**config.mk**
```make
export PLATFORM = sky130hd
export DESIGN_NAME = hack_logic_unit_flat
export DESIGN_NICKNAME = d
export VERILOG_FILES = /design/src/rtl/hack_pkg.sv /design/src/rtl/hack_logic_unit_if.sv /design/src/rtl/hack_logic_core.sv /design/src/rtl/hack_logic_unit.sv /design/src/flat_wrapper.sv
export SDC_FILE = /design/constraint.sdc
export NUM_CORES = 1
export LEC_CHECK = 0
export ABC_CLOCK_PERIOD_IN_PS = 4200
export CAP_MARGIN = 0
export CORE_MARGIN = 4
export CORE_UTILIZATION = 35
export DETAILED_ROUTE_END_ITERATION = 10
export PLACE_DENSITY_LB_ADDON = 0.12
export SLEW_MARGIN = 40
export SYNTH_ARGS = -nofsm -noshare
export SYNTH_HDL_FRONTEND = slang
export SYNTH_HIERARCHICAL = 1
export SYNTH_SLANG_ARGS = --single-unit
```
**constraint.sdc**
```tcl
create_clock -name clk -period 4.2 [get_ports clk]
set_clock_uncertainty 0.05 [all_clocks]
set_input_delay 0.84 -clock clk [delete_from_list [all_inputs] [get_ports clk]]
set_output_delay 0.84 -clock clk [all_outputs]
set_load 0.02 [all_outputs]
```
**src/rtl/hack_pkg.sv**
```systemverilog
// Shared definitions for the Hack bitwise logic unit: operation encodings
// and small elaboration-time helpers.
package hack_pkg;

  typedef enum logic [1:0] {
    HACK_OP_AND  = 2'b00,
    HACK_OP_OR   = 2'b01,
    HACK_OP_XOR  = 2'b10,
    HACK_OP_NAND = 2'b11
  } hack_op_e;

  // A one-entry buffer still needs a one-bit pointer to keep the vectors legal.
  function automatic int ptr_width(input int depth);
    return (depth > 32'sd1) ? $clog2(depth) : 32'sd1;
  endfunction

endpackage

```
**src/rtl/hack_logic_unit_if.sv**
```systemverilog
// Operand/result handshake bundle of the Hack logic unit; the producer and
// consumer side share the master modport, the unit uses the slave modport.
interface hack_logic_unit_if
  import hack_pkg::*;
#(
  parameter int WIDTH = 16
) ();

  logic             in_valid;
  logic             in_ready;
  hack_op_e         op;
  logic [WIDTH-1:0] a;
  logic [WIDTH-1:0] b;
  logic             out_valid;
  logic             out_ready;
  logic [WIDTH-1:0] out;
  logic             zr;
  logic             ng;

  modport master (
    output in_valid, op, a, b, out_ready,
    input  in_ready, out_valid, out, zr, ng
  );

  modport slave (
    input  in_valid, op, a, b, out_ready,
    output in_ready, out_valid, out, zr, ng
  );

endinterface

```
**src/rtl/hack_logic_core.sv**
```systemverilog
// Purely combinational bitwise evaluator: result of op on a, b plus the
// zero and negative flags of that result.
module hack_logic_core
  import hack_pkg::*;
#(
  parameter int WIDTH = 16
) (
  input  logic [WIDTH-1:0] a,
  input  logic [WIDTH-1:0] b,
  input  hack_op_e         op,
  output logic [WIDTH-1:0] result,
  output logic             zr,
  output logic             ng
);

  // Bitwise operation select and flag derivation.
  always_comb begin
    case (op)
      HACK_OP_AND:  result = a & b;
      HACK_OP_OR:   result = a | b;
      HACK_OP_XOR:  result = a ^ b;
      HACK_OP_NAND: result = ~(a & b);
      default:      result = {WIDTH{1'b0}};
    endcase
    zr = (result == {WIDTH{1'b0}});
    ng = result[WIDTH-1];
  end

endmodule

```
**src/rtl/hack_logic_unit.sv**
```systemverilog
// Hack logic unit: evaluates accepted operand pairs and queues the results
// in a DEPTH-entry FIFO behind a valid/ready handshake on both sides.
module hack_logic_unit
  import hack_pkg::*;
#(
  parameter int WIDTH = 16,
  parameter int DEPTH = 2
) (
  input  logic             clk,
  input  logic             reset,
  hack_logic_unit_if.slave bus
);

  localparam int PTR_W = ptr_width(DEPTH);
  localparam int CNT_W = $clog2(DEPTH + 1);
  localparam logic [PTR_W-1:0] PTR_LAST = PTR_W'(DEPTH - 1);
  localparam logic [CNT_W-1:0] CNT_FULL = CNT_W'(DEPTH);

  logic [WIDTH-1:0] core_result_s;
  logic             core_zr_s;
  logic             core_ng_s;
  logic             push_s;
  logic             pop_s;
  logic [CNT_W-1:0] count_nxt_s;

  logic [PTR_W-1:0] wr_ptr_r;
  logic [PTR_W-1:0] rd_ptr_r;
  logic [CNT_W-1:0] count_r;
  logic             in_ready_r;
  logic             out_valid_r;

  logic [WIDTH-1:0] data_mem_r [DEPTH];
  logic             zr_mem_r   [DEPTH];
  logic             ng_mem_r   [DEPTH];

  function automatic logic [PTR_W-1:0] ptr_inc(input logic [PTR_W-1:0] p);
    if (p == PTR_LAST) begin
      return {PTR_W{1'b0}};
    end else begin
      return p + PTR_W'(1);
    end
  endfunction

  hack_logic_core #(
    .WIDTH (WIDTH)
  ) u_core (
    .a      (bus.a),
    .b      (bus.b),
    .op     (bus.op),
    .result (core_result_s),
    .zr     (core_zr_s),
    .ng     (core_ng_s)
  );

  // Handshake decode and next occupancy; readiness comes only from registers.
  always_comb begin
    push_s = bus.in_valid & in_ready_r;
    pop_s  = bus.out_ready & out_valid_r;
    case ({push_s, pop_s})
      2'b10:   count_nxt_s = count_r + CNT_W'(1);
      2'b01:   count_nxt_s = count_r - CNT_W'(1);
      default: count_nxt_s = count_r;
    endcase
  end

  // Pointers, occupancy and the registered handshake flags.
  always_ff @(posedge clk or posedge reset) begin
    if (reset) begin
      wr_ptr_r    <= {PTR_W{1'b0}};
      rd_ptr_r    <= {PTR_W{1'b0}};
      count_r     <= {CNT_W{1'b0}};
      in_ready_r  <= 1'b1;
      out_valid_r <= 1'b0;
    end else begin
      if (push_s) begin
        wr_ptr_r <= ptr_inc(wr_ptr_r);
      end
      if (pop_s) begin
        rd_ptr_r <= ptr_inc(rd_ptr_r);
      end
      count_r     <= count_nxt_s;
      in_ready_r  <= (count_nxt_s < CNT_FULL);
      out_valid_r <= (count_nxt_s != {CNT_W{1'b0}});
    end
  end

  // Result storage; contents are only ever observed behind out_valid.
  always_ff @(posedge clk) begin
    if (push_s) begin
      data_mem_r[wr_ptr_r] <= core_result_s;
      zr_mem_r[wr_ptr_r]   <= core_zr_s;
      ng_mem_r[wr_ptr_r]   <= core_ng_s;
    end
  end

  // Head of queue, forced to the idle pattern so stale entries never leak out.
  always_comb begin
    if (out_valid_r) begin
      bus.out = data_mem_r[rd_ptr_r];
      bus.zr  = zr_mem_r[rd_ptr_r];
      bus.ng  = ng_mem_r[rd_ptr_r];
    end else begin
      bus.out = {WIDTH{1'b0}};
      bus.zr  = 1'b1;
      bus.ng  = 1'b0;
    end
  end

  assign bus.in_ready  = in_ready_r;
  assign bus.out_valid = out_valid_r;

endmodule

```
**src/flat_wrapper.sv**
```systemverilog
// flat-port wrapper written by rule: the top's interface ports become plain ports
module hack_logic_unit_flat import hack_pkg::*;
#(
  parameter int WIDTH = 16,
  parameter int DEPTH = 2
)
  (clk, reset, bus_in_valid, bus_op, bus_a, bus_b, bus_out_ready, bus_in_ready, bus_out_valid, bus_out, bus_zr, bus_ng);
  hack_logic_unit_if #(.WIDTH(WIDTH)) bus_i ();
  input  logic clk;
  input  logic reset;
  input wire logic [$bits(bus_i.in_valid)-1:0] bus_in_valid;
  input wire logic [$bits(bus_i.op)-1:0] bus_op;
  input wire logic [$bits(bus_i.a)-1:0] bus_a;
  input wire logic [$bits(bus_i.b)-1:0] bus_b;
  input wire logic [$bits(bus_i.out_ready)-1:0] bus_out_ready;
  output wire logic [$bits(bus_i.in_ready)-1:0] bus_in_ready;
  output wire logic [$bits(bus_i.out_valid)-1:0] bus_out_valid;
  output wire logic [$bits(bus_i.out)-1:0] bus_out;
  output wire logic [$bits(bus_i.zr)-1:0] bus_zr;
  output wire logic [$bits(bus_i.ng)-1:0] bus_ng;
  assign bus_i.in_valid = bus_in_valid;
  assign bus_i.op = bus_op;
  assign bus_i.a = bus_a;
  assign bus_i.b = bus_b;
  assign bus_i.out_ready = bus_out_ready;
  assign bus_in_ready = bus_i.in_ready;
  assign bus_out_valid = bus_i.out_valid;
  assign bus_out = bus_i.out;
  assign bus_zr = bus_i.zr;
  assign bus_ng = bus_i.ng;
  hack_logic_unit #(.WIDTH(WIDTH), .DEPTH(DEPTH)) u_core (.clk(clk), .reset(reset), .bus(bus_i));
endmodule
```
# After elaboration in Yosys (flattened, before gate mapping)
# Memories as Yosys holds them, arrays and structs flattened.
# Index checks and enable logic that the tools add are counted.
# word_totals
mem_bits_rw	36
word_cells	36
inputBits	38
output_inout_bits	20
memories	3
register_bits	6
# mem_list
memory	words	word_bits	read_ports	rd_clocked_by_memory_dff	write_ports	line_no	source
u_core.data_mem_r	2	16	1	0	1	hack_logic_unit.sv:32	logic [WIDTH-1:0] data_mem_r [DEPTH];
u_core.ng_mem_r	2	1	1	0	1	hack_logic_unit.sv:34	logic ng_mem_r [DEPTH];
u_core.zr_mem_r	2	1	1	0	1	hack_logic_unit.sv:33	logic zr_mem_r [DEPTH];
# op_classes
n_lt_le_gt_ge	1
n_mux	9
eq_ne	5
reduce_logical	3
addsub	4
bitwise_logic	6
# ops
op	n
16-bit one-hot mux with 4 select lines	1
16-bit bitwise AND	1
16-bit logical NOT	1
16-bit 2-to-1 mux	1
16-bit NOT	1
16-bit bitwise OR	1
16-bit bitwise XOR	1
2-bit == test (second input constant)	3
1-bit 2-to-1 mux	6
2-bit by 1-bit == test with 1-bit output (second input constant)	2
2-bit one-hot mux with 2 select lines	1
1-bit adder (second input constant)	2
2-bit by 1-bit adder with 2-bit output (second input constant)	1
1-bit bitwise AND	2
2-bit logical NOT	1
2-bit < comparator (second input constant)	1
2-bit nonzero test	1
2-bit by 1-bit subtractor with 2-bit output (second input constant)	1

# Logic depth before layout (Yosys ltp)
# Gate-level depths: netlist (run 1).
# logic_depth
ltp_word	4
ltp_mapped	7
mapped_depth_nobuf	6

# Cells and area by module
# Netlist (run 1), hierarchy kept.
# modules_own_cells
module	seq_area_each_um2	instances	cells_each	area_each_um2
hack_logic_unit	1232.4	1	98	1671.6
hack_logic_core	0.0	1	129	1147.4

# Worst setup path before layout (run 1)
# Ideal clock, no wire load.
# synth_path
kind	input-to-reg
startpoint	input port bus_a[3]
endpoint	memory u_core.zr_mem_r[0], data pin
path_buffers	0
slack_ns	1.817
arrival_time_ns	2.151
cell_stages	6
setup_ns	0.182
required_time_ns	3.968
cell_sequence	inv_1 > ha_1 > mux2i_1 > mux2i_1 > or4_1 > nor4_2
# synth_between
elab_chain_len	4
word_cells_on_any_way	6
cone_classes	mux (1); bitwise (4); reduce/logical (1)
# synth_lines
element	line_no	source
start: declaration	flat_wrapper.sv:13	input wire logic [$bits(bus_i.a)-1:0] bus_a;
16-bit bitwise AND	hack_logic_core.sv:19, hack_logic_core.sv:22	
16-bit NOT	hack_logic_core.sv:22	HACK_OP_NAND: result = ~(a & b);
16-bit one-hot mux with 4 select lines *	hack_logic_core.sv:18	case (op)
via u_core.core_result_s[3]	hack_logic_unit.sv:19	logic [WIDTH-1:0] core_result_s;
16-bit logical NOT *	hack_logic_core.sv:25	zr = (result == {WIDTH{1'b0}});
via u_core.core_zr_s	hack_logic_unit.sv:20	logic core_zr_s;
end: declaration	hack_logic_unit.sv:33	
# The timed path passes the listed nets; every way through them passes the cells marked *.

# Worst setup path after layout (run 1)
# layout_path
startpoint	input port bus_op[1]
endpoint	memory u_core.zr_mem_r[0], data pin
# layout_between
elab_chain_len	3
word_cells_on_any_way	6
cone_classes	eq/ne (3); mux (1); reduce/logical (2)
# layout_lines
element	line_no	source
start: declaration	flat_wrapper.sv:12	input wire logic [$bits(bus_i.op)-1:0] bus_op;
2-bit == test, or another cell as far along	hack_logic_core.sv:18	
16-bit one-hot mux with 4 select lines *	hack_logic_core.sv:18	
via u_core.core_result_s[13]	hack_logic_unit.sv:19	
16-bit logical NOT *	hack_logic_core.sv:25	
via u_core.core_zr_s	hack_logic_unit.sv:20	
# Marked as above.

==> results of run 1 <==
## path summary, 6_finish.rpt
kind                       slack, ns            startpoint                    to
max reg2reg                     2.54  u_core/bus.out_valid  u_core/bus.out_valid
max in group asynchronous       3.11                 reset   u_core/bus.in_ready
min reg2reg                     0.44       u_core/wr_ptr_r       u_core/wr_ptr_r
min                             0.44       u_core/wr_ptr_r       u_core/wr_ptr_r
max                             1.11             bus_op[1]    u_core/zr_mem_r[0]
min in group asynchronous       0.73                 reset  u_core/bus.out_valid
## metrics by stage
stage | worst slack [ns] | total power, W
final | 1.11 | 0.00162
after global routing | 0.949 | 0.00173
after CTS | 1.08 | 0.00165
after detailed placement | 0.782 | 0.00141
after global placement | 0.830 | 0.00141
after floorplan | 1.82 | 0.00112
## cells in the mapped netlist (3+ instances only)
| master | count |
|---|---|
| and2_1 | 3 |
| buf_4 | 3 |
| buf_6 | 3 |
| dfrtp_1 | 5 |
| edfxtp_1 | 36 |
| ha_1 | 33 |
| inv_1 | 35 |
| mux2_2 | 16 |
| mux2i_1 | 48 |
| nand2_1 | 6 |
| nor2b_1 | 17 |
| xnor2_1 | 4 |
| xor2_1 | 3 |
## worst max-delay path, delay by kind of cell
kind            cells  cell delay (ns)
mux                 2             0.32
buf+inv             2             1.24
compound gates      1             0.45
simple gates        1             0.28
## area by class of cell
class	count	area (µm²)	area share, %
Clock buffer	8	80.1	2.26
Inverter	35	131	3.71
Multi-Input combinational cell	140	1360	38.4
Sequential cell	42	1230	34.8
Tap cell	102	128	3.60
Timing Repair Buffer	62	608	17.2
## layout by cell type (no fill, tap or decap)
cell type        instances
clkdlybuf4s50_1         57
mux2i_1                 48
edfxtp_1                36
inv_1                   35
ha_1                    33
nor2b_1                 17
mux2_2                  16
nand2_1                  6
clkbuf_8                 5
dfrtp_1                  5
buf_4                    5
xnor2_1                  4
clkbuf_1                 3
xor2_1                   3
and2_1                   3
or4_1                    2
a2111o_1                 2
nor2_2                   1
nor2_1                   1
and3_2                   1
nor3_1                   1
a31oi_1                  1
dfstp_2                  1
nor4_2                   1
## per-layer routing
layer,track usage [%],routed length [µm],share of wire (%),vias up
met5,0,0,0,-
met4,4.47,92,1.9,0
met3,1.86,202,4.2,8
met2,16.1,2080,44,39
met1,14.1,2380,50,770
li1,-,-,-,895
## sequential cells by signal, summed over array words and instances, names as in the netlist
register / count
u_core/bus.out_valid: 1
u_core/rd_ptr_r: 1
u_core/count_r: 2
u_core/bus.in_ready: 1
u_core/data_mem_r: 32
u_core/ng_mem_r: 2
u_core/zr_mem_r: 2
u_core/wr_ptr_r: 1
## power by group through the flow
stage | Combinational (W) | Sequential, W | Clock (W)
floorplan | 0.000488 | 0.000627 | 0
global placement | 0.000775 | 0.000631 | 0
detailed placement | 0.000777 | 0.000634 | 0
CTS | 0.000780 | 0.000625 | 0.000248
global route | 0.000830 | 0.000638 | 0.000263
finish | 0.000764 | 0.000622 | 0.000238
## logic make-up after synthesis
logic type      Yosys count
fa+ha+maj                33
mux                      64
compound gates            3
xor+xnor                  7
buf+inv                  45
simple gates             33
flops                    42
==> impl_summary.txt, run 1 <==
----------------------------------------------------
[Status]
  Result of the run ... complete, no violations

[Global route]
  Number of global-route vias before repair ... ~1.7k
  First-pass GRT wire length ... 7.90 mm
  Number of antenna violations at the first check in global routing ... 0
  Total congestion overflow ... 0
  Pin count of the biggest net entering global routing ... 21
  Global-route usage over all layers ... 10.3%

[Layout]
  Area growth syn-to-layout ... 25.6%
  Diodes inserted ... 0
  Filler-free cell count of the finished design ... a little under 400
  Count of filler cells inserted in the layout ... ~750
  Layout Cell Area excl Fill ... approximately 3500 µm²
  Proportion of layout cells with a drive suffix above 1 ... 10.5%
  Total number of nets in the final design ... about 360
  Post-route core utilization ... between 40% and 50%

[Placement]
  Instance count after placement with tap cells included ... 381
  Placed wire-length estimate ... approximately 3.6 mm
  Number of buffers inserted by port buffering ... 57
  Instance area at placement ... between 3000 and 4000 µm²
  Final GP Congestion ... between 0.6 and 0.7

[Power]
  Cell internal power dissipation ... 0.00107 W
  Switching portion of total power ... 34.3%
  Clock power frac ... between 10 and 15%
  Total power per unit cell area ... ~460 nW/µm²
  Worst supply voltage drop on vdd ... 0.202 mV
  Leakage power ... 1.57 nW
  Sequential share of power ... 38.3%
  Share of total power in combinational logic ... a little under half
  Net switching power ... ~0.00056 W

[Synth]
  Xor/xnor share of the synthesized area ... ~2.2%
  Post-synth design cell area ... about 2800 µm²
  Number of storage elements in the synthesis netlist ... 42
  Main flop type after synthesis ... edfxtp_1
  Number of distinct library cells after synthesis ... 25
  Fraction of synthesized area in multiplexers ... 23.4%
  Share of synthesized cell area in full adder, half adder and majority cells ... between 10% and 20%
  Number of nets in the synthesized netlist ... about 300
  Avg Synthesized Cell Area ... between 10 and 15 µm²
  Seq/Total Area, Yosys ... about 44%
  Leading post-synthesis cells by cell area ... edfxtp_1, mux2i_1, ha_1
  Cell type with the highest aggregate area in the netlist ... edfxtp_1
  EDFF count, synth ... 36
  Number of warnings issued by yosys ... 6
  Fraction of registers with async set/reset ... between 10% and 20%
  Largest family of logic cells by synthesized area ... multiplexers
  Proportion of netlist area held by the largest area contributor ... between 30% and 40%
  Share of the synthesized area in compound gates (AO/OA/AOI/OAI) ... 1.02%
  Gate count after technology mapping ... roughly 230
  Share of synthesized cell area in and, or, nand and nor gates ... under 10%

[Flow run]
  Max_cap viols ... 0

[Clock tree]
  CTS buffer count ... 5
  Clock tree from TritonCTS ... yes
  Hold buffers post-CTS ... 0
  Clock-pin transition on the worst setup and hold timing paths ... approximately 0.07 ns
  Buffer type at the clock tree root ... clkbuf_8
  Clock latency at the later pin of the worst-skew pair ... 0.28 ns
  Quantity of gates resized following cts ... 0
  Maximum root-to-sink buffer count ... 2
  Sinks on the clock net ... 42
  Number of levels in the clock H-tree ... 2
  Setup fix buffers added after clock tree synthesis ... 0

[Timing]
  Portion of the clock cycle consumed by the worst path in the final layout ... 73.5%
  Final min period ... just over 3 ns
  Final setup violation count ... 0
  Final Hold Slack ... ~0.44 ns
  Max Fclk ... 324 MHz
  Worst Max-Slew Pin Slew ... roughly 0.78 ns
  Sum Neg Setup Slack ... 0 ns
  Normalized max-slew margin ... 48.1%
  RSZ-0062 raised after global routing ... false
  Final Max Tran Viols ... 0
  Number of failing hold endpoints at the final stage ... 0

[Floorplanning]
  I/O pin count ... a little under 60
  Width of the chip ... just under 100 µm
  Die area ... between 9000 and 10000 µm²
  Chip height ... a little under 100 µm
  Number of standard-cell rows in the floorplan ... 32
  Placeable core region ... between 7000 and 8000 µm²
  Initial Util ... about 36%

[Critical path]
  Endpoint type of the worst setup path ... flip-flop
  Startpoint kind of the worst setup timing path ... primary input
  Highest net fanout along the worst path ... 15
  Largest stage delay on the critical path ... 0.92 ns
  Cell repeated most along the worst path ... mux2i_1
  Cells traversed along the worst timing path ... clkdlybuf4s50_1, buf_4, mux2i_1, mux2i_1, a2111o_1, nor4_2
  FF-to-FF path depth ... 5
  Required arrival time at the worst endpoint ... approximately 4.3 ns
  Arr. time, crit path ... around 3.1 ns
  Critical setup path kind ... primary input to flip-flop
  Cell with the largest stage delay on the worst path ... clkdlybuf4s50_1

[Worst hold path]
  Worst hold path stage count ... 1
  Kind of path behind the tightest hold check ... flip-flop to flip-flop

[Detailed routing]
  Routed vias ... roughly 1.7k
  First drt pass iteration count ... 4
  Post-detailed-route via-to-cell ratio ... between 4 and 5
  Initial detailed-routing violation count ... 48
  Post-route DRC ... 0
  Drt total wl ... 4.75 mm
  Final antenna-violating net count ... 0
  Drt wl/cell ... 12.2 µm

----------------------------------------------------
Power figures use the tool's default switching activity.
==> inputs of run 2 (changes only) <==
--- a/config.mk
+++ b/config.mk
@@ -5,7 +5,7 @@
 export SDC_FILE = /design/constraint.sdc
 export NUM_CORES = 1
 export LEC_CHECK = 0
-export ABC_CLOCK_PERIOD_IN_PS = 4200
+export ABC_CLOCK_PERIOD_IN_PS = 3000
 export CAP_MARGIN = 0
 export CORE_MARGIN = 4
 export CORE_UTILIZATION = 35
==> constraint.sdc (replaced) <==
create_clock -name clk -period 3 [get_ports clk]
set_clock_uncertainty 0.05 [all_clocks]
set_input_delay 0.6 -clock clk [delete_from_list [all_inputs] [get_ports clk]]
set_output_delay 0.6 -clock clk [all_outputs]
set_load 0.02 [all_outputs]
==> impl_summary.txt, run 2 (same netlist as run 1, synthesis figures left out) <==
----------------------------------------------------
[Power]
  Leakage power ... 1.60 nW
  Share of total power in combinational logic ... between 40% and 50%
  Sequential share of power ... a little over a third
  Cell internal power dissipation ... between 0.0015 and 0.002 W
  Total power per unit cell area ... between 600 and 700 nW/µm²
  Worst supply voltage drop on vdd ... ~0.24 mV
  Switching portion of total power ... between 30% and 40%
  Net switching power ... 0.000795 W
  Clock power frac ... between 10% and 20%

[Critical path]
  Highest net fanout along the worst path ... 19
  Largest stage delay on the critical path ... between 0.5 and 0.6 ns
  Kind of cell with the highest combined delay on the critical path ... buffers and inverters
  Required arrival time at the worst endpoint ... between 2 and 2.5 ns
  Cells traversed along the worst timing path ... buf_4, mux2i_1, nand2_1, clkdlybuf4s50_1
  Arr. time, crit path ... between 1.5 and 2 ns
  Endpoint type of the worst setup path ... output pin
  Critical path buffers and inverters ... 2
  Cell with the largest stage delay on the worst path ... clkdlybuf4s50_1
  Worst reg2reg setup slack ... roughly 1.3 ns
  Launching element of the worst setup path ... u_core/rd_ptr_r
  Startpoint kind of the worst setup timing path ... flip-flop
  FF-to-FF Start ... u_core/bus.out_valid
  Critical setup path kind ... flip-flop to output pin

[Clock tree]
  Maximum root-to-sink buffer count ... 2
  Quantity of gates resized following cts ... 0
  Buffer type at the clock tree root ... clkbuf_8
  Clock-pin transition on the worst setup and hold timing paths ... approximately 0.080 ns
  Clock tree from TritonCTS ... yes
  Number of levels in the clock H-tree ... 2
  Sinks on the clock net ... between 40 and 50
  CTS buffer count ... 5
  Clock latency at the later pin of the worst-skew pair ... around 0.28 ns
  Hold buffers post-CTS ... 0
  Setup fix buffers added after clock tree synthesis ... 0

[Detailed routing]
  Drt total wl ... about 5 mm
  Post-detailed-route via-to-cell ratio ... about 4.5
  Initial detailed-routing violation count ... 53
  Final antenna-violating net count ... 0
  Post-route DRC ... 0
  Drt wl/cell ... roughly 13 µm
  First drt pass iteration count ... 4
  Routed vias ... ~1.8k

[Layout]
  Proportion of layout cells with a drive suffix above 1 ... between 10 and 15%
  Count of filler cells inserted in the layout ... roughly 740
  Diodes inserted ... 0
  Number of flip-flops under the largest register name ... 32
  Total number of nets in the final design ... approximately 360
  Area growth syn-to-layout ... 27.7%
  Leading cell types in the layout, fill and taps excluded ... clkdlybuf4s50_1, mux2i_1, edfxtp_1
  Filler-free cell count of the finished design ... 390
  Most frequent standard cell in the layout excluding fill and tap cells ... clkdlybuf4s50_1
  Largest register by flop count ... u_core/data_mem_r

[Worst hold path]
  Kind of path behind the tightest hold check ... flip-flop to flip-flop
  Startpoint of the worst hold path ... u_core/wr_ptr_r

[Timing]
  Final min period ... 2.56 ns
  RSZ-0062 raised after global routing ... false
  Portion of the clock cycle consumed by the worst path in the final layout ... between 80% and 90%
  Worst Max-Slew Pin Slew ... roughly 0.53 ns
  Number of failing hold endpoints at the final stage ... 0
  Final Hold Slack ... ~0.45 ns
  Normalized max-slew margin ... between 60 and 70%
  Sum Neg Setup Slack ... 0 ns
  Final setup violation count ... 0
  Final Max Tran Viols ... 0
  Final WS setup ... around 0.44 ns
  Max Fclk ... around 390 MHz

[Flow run]
  Max_cap viols ... 0

[Floorplanning]
  Die area ... around 9600 µm²
  I/O pin count ... 58
  Width of the chip ... between 90 and 100 µm
  Chip height ... between 90 and 100 µm
  Placeable core region ... roughly 8000 µm²
  Initial Util ... 36.3%
  Number of standard-cell rows in the floorplan ... 32

[Placement]
  Post-place setup slack ... between 0.15 and 0.2 ns
  Number of buffers inserted by port buffering ... 57
  Final GP Congestion ... 0.716
  Placed wire-length estimate ... between 3 and 4 mm
  Instance count after placement with tap cells included ... ~380

[Global route]
  Number of antenna violations at the first check in global routing ... 0
  Global-route usage over all layers ... between 10% and 20%
  First-pass GRT wire length ... between 8 and 9 mm
  Number of global-route vias before repair ... between 1.5k and 2k
  Pin count of the biggest net entering global routing ... 33
  Total congestion overflow ... 0

[Status]
  Result of the run ... complete, no violations

----------------------------------------------------
[run 2: worst paths after layout]
check | to | depth (start not counted)
min in group asynchronous | u_core/rd_ptr_r | 2
min reg2reg | u_core/wr_ptr_r | 1
max reg2reg | u_core/count_r[1] | 4
max | bus_zr | 4
min | u_core/wr_ptr_r | 1
max in group asynchronous | u_core/bus.in_ready | 2
[run 2: layer usage]
layer  part of all wire (%)  up-vias  GRT usage, %
met1                     47      813          13.7
met2                     46       41          16.9
met5                      0        -             0
li1                       -      899             -
met4                    2.2        0          4.47
met3                    4.4        8          2.21
[run 2: through the flow]
stage	utilization, %	cell area (µm²)	total power, W
finish	46.3	3600	0.00238
global route	46.3	3600	0.00252
CTS	46.3	3600	0.00243
detailed placement	45.0	3490	0.00200
global placement	45.0	3490	0.00198
floorplan	-	2820	0.00156
[run 2: power groups by stage]
stage	clock, W	combinational [W]	sequential [W]
6_report	0.000425	0.00108	0.000872
5_1_grt	0.000462	0.00117	0.000892
4_1_cts	0.000439	0.00111	0.000877
3_5_place_dp	0	0.00111	0.000889
3_3_place_gp	0	0.00109	0.000884
2_1_floorplan	0	0.000683	0.000878
[run 2: area by class of cell]
class	count	area, µm²	share of cell area (%)
inverters	35	131	3.65
clock inverters	1	30.0	0.834
multi-input cells	140	1360	37.8
clock buffers	7	76.3	2.12
well taps	102	128	3.55
repair buffers	63	641	17.8
flip-flops and latches	42	1230	34.2
